### src/rtl/lc3_op_sequencer.sv
// LC-3 ADD/AND/NOT sequencer: IDLE -> READ -> EXEC -> WB, or IDLE -> ILL.
// Define LC3_OP_SEQUENCER_IMM5_EN to enable imm5 operands for ADD/AND.
module lc3_op_sequencer (
  input  logic        clk,
  input  logic        rst_n,
  input  logic        inst_valid,
  input  logic [15:0] inst,
  output logic        inst_ready,
  output logic [2:0]  rf_sr1,
  output logic [2:0]  rf_sr2,
  input  logic [15:0] rf_rd1,
  input  logic [15:0] rf_rd2,
  output logic [15:0] alu_a,
  output logic [15:0] alu_b,
  output logic [3:0]  alu_op,
  input  logic [15:0] alu_out,
  output logic        rf_we,
  output logic [2:0]  rf_dr,
  output logic [15:0] rf_wd,
  output logic [2:0]  cc,
  output logic        done,
  output logic        illegal
);

  typedef enum logic [2:0] {
    S_IDLE,
    S_READ,
    S_EXEC,
    S_WB,
    S_ILL
  } state_e;

  localparam logic [3:0] OP_ADD = 4'b0001;
  localparam logic [3:0] OP_AND = 4'b0101;
  localparam logic [3:0] OP_NOT = 4'b1001;

  state_e      state_q;
  logic [3:0]  op_q;
  logic [2:0]  dr_q;
  logic        ready_q;
  logic [2:0]  sr1_q, sr2_q;
  logic [3:0]  alu_op_q;
  logic [15:0] alu_a_q, alu_b_q;
  logic        we_q, done_q, ill_q;
  logic [2:0]  rf_dr_q;
  logic [2:0]  cc_q;
  logic        legal_d;
  logic [15:0] opb_d;
  logic [2:0]  cc_d;

`ifdef LC3_OP_SEQUENCER_IMM5_EN
  logic [5:0]  imm_q;

  always_comb begin
    legal_d = 1'b0;
    unique case (1'b1)
      (inst[15:12] == OP_ADD): legal_d = 1'b1;
      (inst[15:12] == OP_AND): legal_d = 1'b1;
      (inst[15:12] == OP_NOT): legal_d = 1'b1;
      default:                 legal_d = 1'b0;
    endcase
  end

  always_comb begin
    opb_d = rf_rd2;
    if (op_q == OP_NOT)
      opb_d = '0;
    else if (imm_q[5])
      opb_d = {{11{imm_q[4]}}, imm_q[4:0]};
  end
`else
  // imm5 forms are rejected at accept, so B is always SR2 here
  always_comb begin
    legal_d = 1'b0;
    unique case (1'b1)
      (inst[15:12] == OP_ADD): legal_d = !inst[5];
      (inst[15:12] == OP_AND): legal_d = !inst[5];
      (inst[15:12] == OP_NOT): legal_d = 1'b1;
      default:                 legal_d = 1'b0;
    endcase
  end

  always_comb begin
    opb_d = rf_rd2;
    if (op_q == OP_NOT)
      opb_d = '0;
  end
`endif

  always_comb begin
    cc_d = 3'b001;
    if (alu_out[15])
      cc_d = 3'b100;
    else if (alu_out == 16'h0000)
      cc_d = 3'b010;
  end

  always_ff @(posedge clk or negedge rst_n) begin
    if (!rst_n) begin
      state_q  <= S_IDLE;
      op_q     <= '0;
      dr_q     <= '0;
`ifdef LC3_OP_SEQUENCER_IMM5_EN
      imm_q    <= '0;
`endif
      ready_q  <= 1'b1;
      sr1_q    <= '0;
      sr2_q    <= '0;
      alu_op_q <= '0;
      alu_a_q  <= '0;
      alu_b_q  <= '0;
      we_q     <= 1'b0;
      rf_dr_q  <= '0;
      done_q   <= 1'b0;
      ill_q    <= 1'b0;
      cc_q     <= 3'b010;
    end else begin
      sr1_q    <= '0;
      sr2_q    <= '0;
      alu_op_q <= '0;
      alu_a_q  <= '0;
      alu_b_q  <= '0;
      we_q     <= 1'b0;
      rf_dr_q  <= '0;
      done_q   <= 1'b0;
      ill_q    <= 1'b0;
      unique case (state_q)
        S_IDLE: begin
          if (inst_valid) begin
            op_q    <= inst[15:12];
            dr_q    <= inst[11:9];
`ifdef LC3_OP_SEQUENCER_IMM5_EN
            imm_q   <= inst[5:0];
`endif
            ready_q <= 1'b0;
            if (legal_d) begin
              state_q <= S_READ;
              sr1_q   <= inst[8:6];
              sr2_q   <= inst[2:0];
            end else begin
              state_q <= S_ILL;
              ill_q   <= 1'b1;
            end
          end
        end
        S_READ: begin
          state_q  <= S_EXEC;
          alu_op_q <= op_q;
          alu_a_q  <= rf_rd1;
          alu_b_q  <= opb_d;
        end
        S_EXEC: begin
          state_q <= S_WB;
          we_q    <= 1'b1;
          rf_dr_q <= dr_q;
          done_q  <= 1'b1;
        end
        S_WB: begin
          state_q <= S_IDLE;
          ready_q <= 1'b1;
          cc_q    <= cc_d;
        end
        S_ILL: begin
          state_q <= S_IDLE;
          ready_q <= 1'b1;
        end
        default: begin
          state_q <= S_IDLE;
          ready_q <= 1'b1;
        end
      endcase
    end
  end

  assign inst_ready = ready_q;
  assign rf_sr1     = sr1_q;
  assign rf_sr2     = sr2_q;
  assign alu_op     = alu_op_q;
  assign alu_a      = alu_a_q;
  assign alu_b      = alu_b_q;
  assign rf_we      = we_q;
  assign rf_dr      = rf_dr_q;
  // ALU result only arrives during WB, so write data passes straight through
  assign rf_wd      = we_q ? alu_out : 16'h0000;
  assign cc         = cc_q;
  assign done       = done_q;
  assign illegal    = ill_q;

endmodule

### config.mk
export PLATFORM = sky130hd
export DESIGN_NAME = lc3_op_sequencer
export DESIGN_NICKNAME = d
export VERILOG_FILES = /design/src/rtl/lc3_op_sequencer.sv
export SDC_FILE = /design/constraint.sdc
export NUM_CORES = 1
export LEC_CHECK = 0
export BUFFER_PORTS_ARGS = -buffer_cell sky130_fd_sc_hd__clkbuf_2
export CORE_MARGIN = 5
export CORE_UTILIZATION = 40
export CTS_BUF_LIST = sky130_fd_sc_hd__clkbuf_8
export CTS_CLUSTER_DIAMETER = 40
export CTS_CLUSTER_SIZE = 12
export DETAILED_ROUTE_END_ITERATION = 10
export PLACE_DENSITY = 0.72
export SKIP_LAST_GASP = 1
export SLEW_MARGIN = 20
export SYNTH_ARGS = -nofsm -noshare
export SYNTH_HDL_FRONTEND = slang
export SYNTH_SLANG_ARGS = --single-unit
### constraint.sdc
create_clock -name clk -period 2.3 [get_ports clk]
set_input_delay 0.345 -clock clk [delete_from_list [all_inputs] [get_ports clk]]
set_output_delay 0.345 -clock clk [all_outputs]
set_load 0.005 [all_outputs]
After elaboration in Yosys (flattened, before gate mapping)

Index checks and enable logic that the tools add are counted.

Bits in registers: 61
Bits of input ports: 67
Output and inout port bits: 68
Logic and storage cells: 53

Equal/unequal tests: 8
Muxes and demuxes: 24
Bitwise logic cells: 1
Reductions and logical operators: 7

Operator list:

| cell                                           | count |
|---|---|
| 2-to-1 mux 16 bit                              | 4 |
| 2-to-1 mux 3 bit                               | 10 |
| logical NOT 16 bit                             | 1 |
| case mux 3 bit (3 select lines)                | 1 |
| == test 4 bit (second input constant)          | 2 |
| == test 3 x 2 -> 1 bit (second input constant) | 2 |
| 2-to-1 mux 1 bit                               | 5 |
| == test 4 x 1 -> 1 bit (second input constant) | 1 |
| == test 4 x 3 -> 1 bit (second input constant) | 1 |
| 2-to-1 mux 4 bit                               | 1 |
| case mux 1 bit (2 select lines)                | 2 |
| AND reduction 2 bit                            | 2 |
| OR reduction 2 bit                             | 2 |
| == test 3 x 1 -> 1 bit (second input constant) | 1 |
| logical NOT 3 bit                              | 1 |
| 2-to-1 mux 2 bit                               | 1 |
| inequality test 2 bit (second input constant)  | 1 |
| logical NOT 1 bit                              | 1 |
| inverter 1 bit                                 | 1 |

Longest topological paths before layout

Depth in word-level cells: 6
Mapped depth: 5

Worst setup path after synthesis

No wires, ideal clock.

Kind: register -> register
Start: register state_q[1]
End: register sr1_q[0], in the netlist rf_sr1[0]
Library setup time: 0.066 ns
Arrival: 1.448 ns
Required time: 2.234 ns
Setup slack: 0.786 ns
Cell stages (with the launch flop): 5
Path buffers: 1
Period minus slack after synthesis: 1.514 ns
Cells stage by stage: dfrtp_1 buf_6 nor4b_4 nor4b_4 and2_1

Word-level cells in the longest chain between the ends: 2

Ends and longest elaborated chain:

| what                   | line | source |
|---|---|---|
| start, declared        | 37   | `state_e state_q;` |
| start signal, assigned | 100  | `state_q <= S_IDLE;` |
| start signal, assigned | 137  | `state_q <= S_READ;` |
| start signal, assigned | 141  | `state_q <= S_ILL;` |
| logical NOT 3 bit      | 127  | `unique case (state_q)` |
| 2-to-1 mux 3 bit       | 127  |  |
| end signal, assigned   | 138  | `sr1_q <= inst[8:6];` |
| end, declared          | 41   | `logic [2:0] sr1_q, sr2_q;` |

No other way between the ends.
A chain may end at the register's enable or synchronous reset.

Final worst setup path

Start: register state_q[1]
End: register op_q[1]

Word-level cells in the longest chain between the ends: 2

Ends and longest elaborated chain:

| what                          | line | source |
|---|---|---|
| logical NOT 3 bit             | 127  |  |
| AND reduction 2 bit (no line) | --   |  |
| end signal, assigned          | 130  | `op_q <= inst[15:12];` |
| end, declared                 | 38   | `logic [3:0] op_q;` |

No other way between the ends.

==> results.cfg <==
[global_routing]
antenna_found_initial = 0
grt_pass1_vias = 1780
grt.overflow.total = 0
track_usage_pct = 15.4
grt_max_degree = 29
grt_pass1_wl_mm = 8.56

[setup_path]
r2r-end = op_q[1]
crit_arrival_ns = 1.82
cp_cell_sequence = nor4b_4 > buf_4 > mux2_2
cp_slowest_cell = dfrtp_1
cp_max_fo = 10
r2r-start = state_q[1]
cp-end-kind = flip-flop
cp-start-kind = flip-flop
r2r_cells = 3
crit_buf_inv = 1
required_ns = 2.50
path_depth = 3
slowest_delay_ns = 0.49
path_delay_family = flip-flops
ff2ff_setup_slack_ns = 0.69
crit_type = flip-flop to flip-flop
setup.worst_path.start = state_q[1]

[final_layout]
syn2layout_area_growth_pct = 42.6
drive_gt1_share_pct = 54.2
nets = 373
antennaDiodeCount = 0

[logic_synthesis]
ys_seq_area_share_pct = 67.6
netlist_area_sq_um = 2260
synth_commonest_cells = and2_1, dfrtp_1, mux2_2
ys_top_cells_by_area = dfrtp_1, and2_1, mux2_2
syn-num-nets = 232
yosysWarnings = 0
synth_top_family_by_area = simple AND/OR/NAND/NOR gates
syn_inst = 165
synthAdderAreaFrac_pct = 0
yosys.area_share.simple_pct = 23.6
synth_cell_types = 26
synth_top_cell_by_area = dfrtp_1
synth-compound-area-share_pct = 2.49
ys_ff_latch = 61
synth_edf_count = 0
ys.flop_type = dfrtp_1
avgSynthCellArea_sq_um = 13.7
async_flop_share_pct = 100
synth_top_area_share_pct = 65.3
synthXorXnorAreaFrac_pct = 0
synth_mux_area_share_pct = 4.48

[power]
p_leak_nw = 1.81
vdd_drop_max_mv = 0.500
power_density_nw_per_um2 = 1010

[route]
dr.pass1.iters = 3
routed_via_density = 4.46
wl_per_cell_um = 13.4
first_iter_violations = 82
wl_mm = 5.13
drc = 0
ant_nets = 0
vias = 1705

[clock_tree]
hold_buffers = 0
cts.sinks = 61
clk_path_buf_depth = 2
cts_setup_buffers = 0
cts_tree = built
post_cts_resized = 0
numCtsBuffers = 9
clk_pin_slew_ns = 0.07
ctsRootBufferMaster = clkbuf_8
clk_latency_ns = 0.32
ctsHtreeMaxLevel = 3

[sta]
final_max_slew_viol_count = 0
period_needed_ns = 1.61
fin_hold_ws_ns = 0.00156
hold_viol = 0
worst_slew_pin_slew_ns = 0.566
fin_skew_ns = 0.00744
timing.slew.headroom_pct = 62.3
max_clock_freq_mhz = 620
finalCritPeriodShare_pct = 70.1
finalSetupViolations = 0
rsz0062_at_grt = false
fin_setup_tns_ns = 0

[floorplanning]
floorplan.rows = 27
die_h_um = 85.2
core-area_sq_um = 5510
dieArea_sq_um = 7260
start_util_pct = 41.1
ios = 135
die_x_um = 85.2

[placed_design]
port_buffers = 132
post-dp-hpwl_mm = 4.17
place.gp.congestion = 0.776

[run]
cap_violations = 0

[hold_path]
holdCritPathClass = primary input to async pin

[status]
outcome = complete, no violations
routing by layer:
layer	vias up	wire, um	global-route usage, %
li1	820	-	-
met1	792	1830	16.6
met2	85	2560	25.1
met3	8	617	6.31
met4	0	124	9.35
met5	-	0	0
cells in the final DEF, fill, tap and decap left out, drive strengths merged:
cell / netlist / routed
clkbuf: 4 / 143
and2: 59 / 59
dfrtp: 59 / 59
mux2: 9 / 9
nor4: 5 / 5
buf: 2 / 4
nor2: 3 / 3
and3: 3 / 3
inv: 2 / 2
nor4b: 2 / 2
o31a: 2 / 2
dfstp: 2 / 2
clkinv: 0 / 2
nor3b: 1 / 1
nor4bb: 1 / 1
and2b: 1 / 1
or2: 1 / 1
o21a: 1 / 1
nand3b: 1 / 1
nand4: 1 / 1
nand2: 1 / 1
o31ai: 1 / 1
a22o: 1 / 1
nand2b: 1 / 1
a21oi: 1 / 1
o21bai: 1 / 1
clkinvlp: 0 / 1
bufinv: 0 / 1
report_power, final:
| part | leakage, nW | switching, W | internal, W |
|---|---|---|---|
| Combinational | 0.898 | 0.000359 | 0.000477 |
| Clock | 0.101 | 0.000379 | 0.000549 |
| Sequential | 0.811 | 0.000154 | 0.00135 |
| Total | 1.81 | 0.000892 | 0.00238 |
kinds of logic after synthesis:
family,Yosys count
muxes,9
buffers and inverters,8
and+or+nand+nor,80
AOI/OAI and AO/OA,7
DFF,61
area by class of cell:
type                       instances  area [sq um]
clock buffer                      11           151
multi-input combinational         96           696
timing repair buffer             136           703
fill                             480          2280
tap                               72          90.1
sequential                        61          1530
clock inverter                     4          47.5
inverter                           2          7.51
sequential cells by signal (all words and copies together) (netlist names), 3 cells and up:
register / flops
rf_dr: 3
alu_b: 16
state_q: 3
rf_sr1: 3
op_q: 4
rf_sr2: 3
dr_q: 3
alu_op: 4
cc: 3
alu_a: 16
worst max-delay path by stage:
stage	slack [ns]	to
after floorplan	0.79	rf_sr1[0]
after global placement	0.71	op_q[1]
after detailed placement	0.68	op_q[2]
after CTS	0.66	op_q[2]
after global routing	0.58	op_q[0]
final	0.69	op_q[1]
per-stage QoR:
step	util [%]	power, W	cell area [sq um]	setup slack [ns]	instances
floorplan	-	0.00196	2260	0.786	165
global placement	54.9	0.00235	3030	0.706	367
detailed placement	54.9	0.00239	3030	0.677	367
CTS	58.6	0.00333	3220	0.661	382
global route	58.6	0.00351	3220	0.580	382
finish	58.6	0.00327	3220	0.687	382
Note: power is estimated with default switching activity, not from simulation.
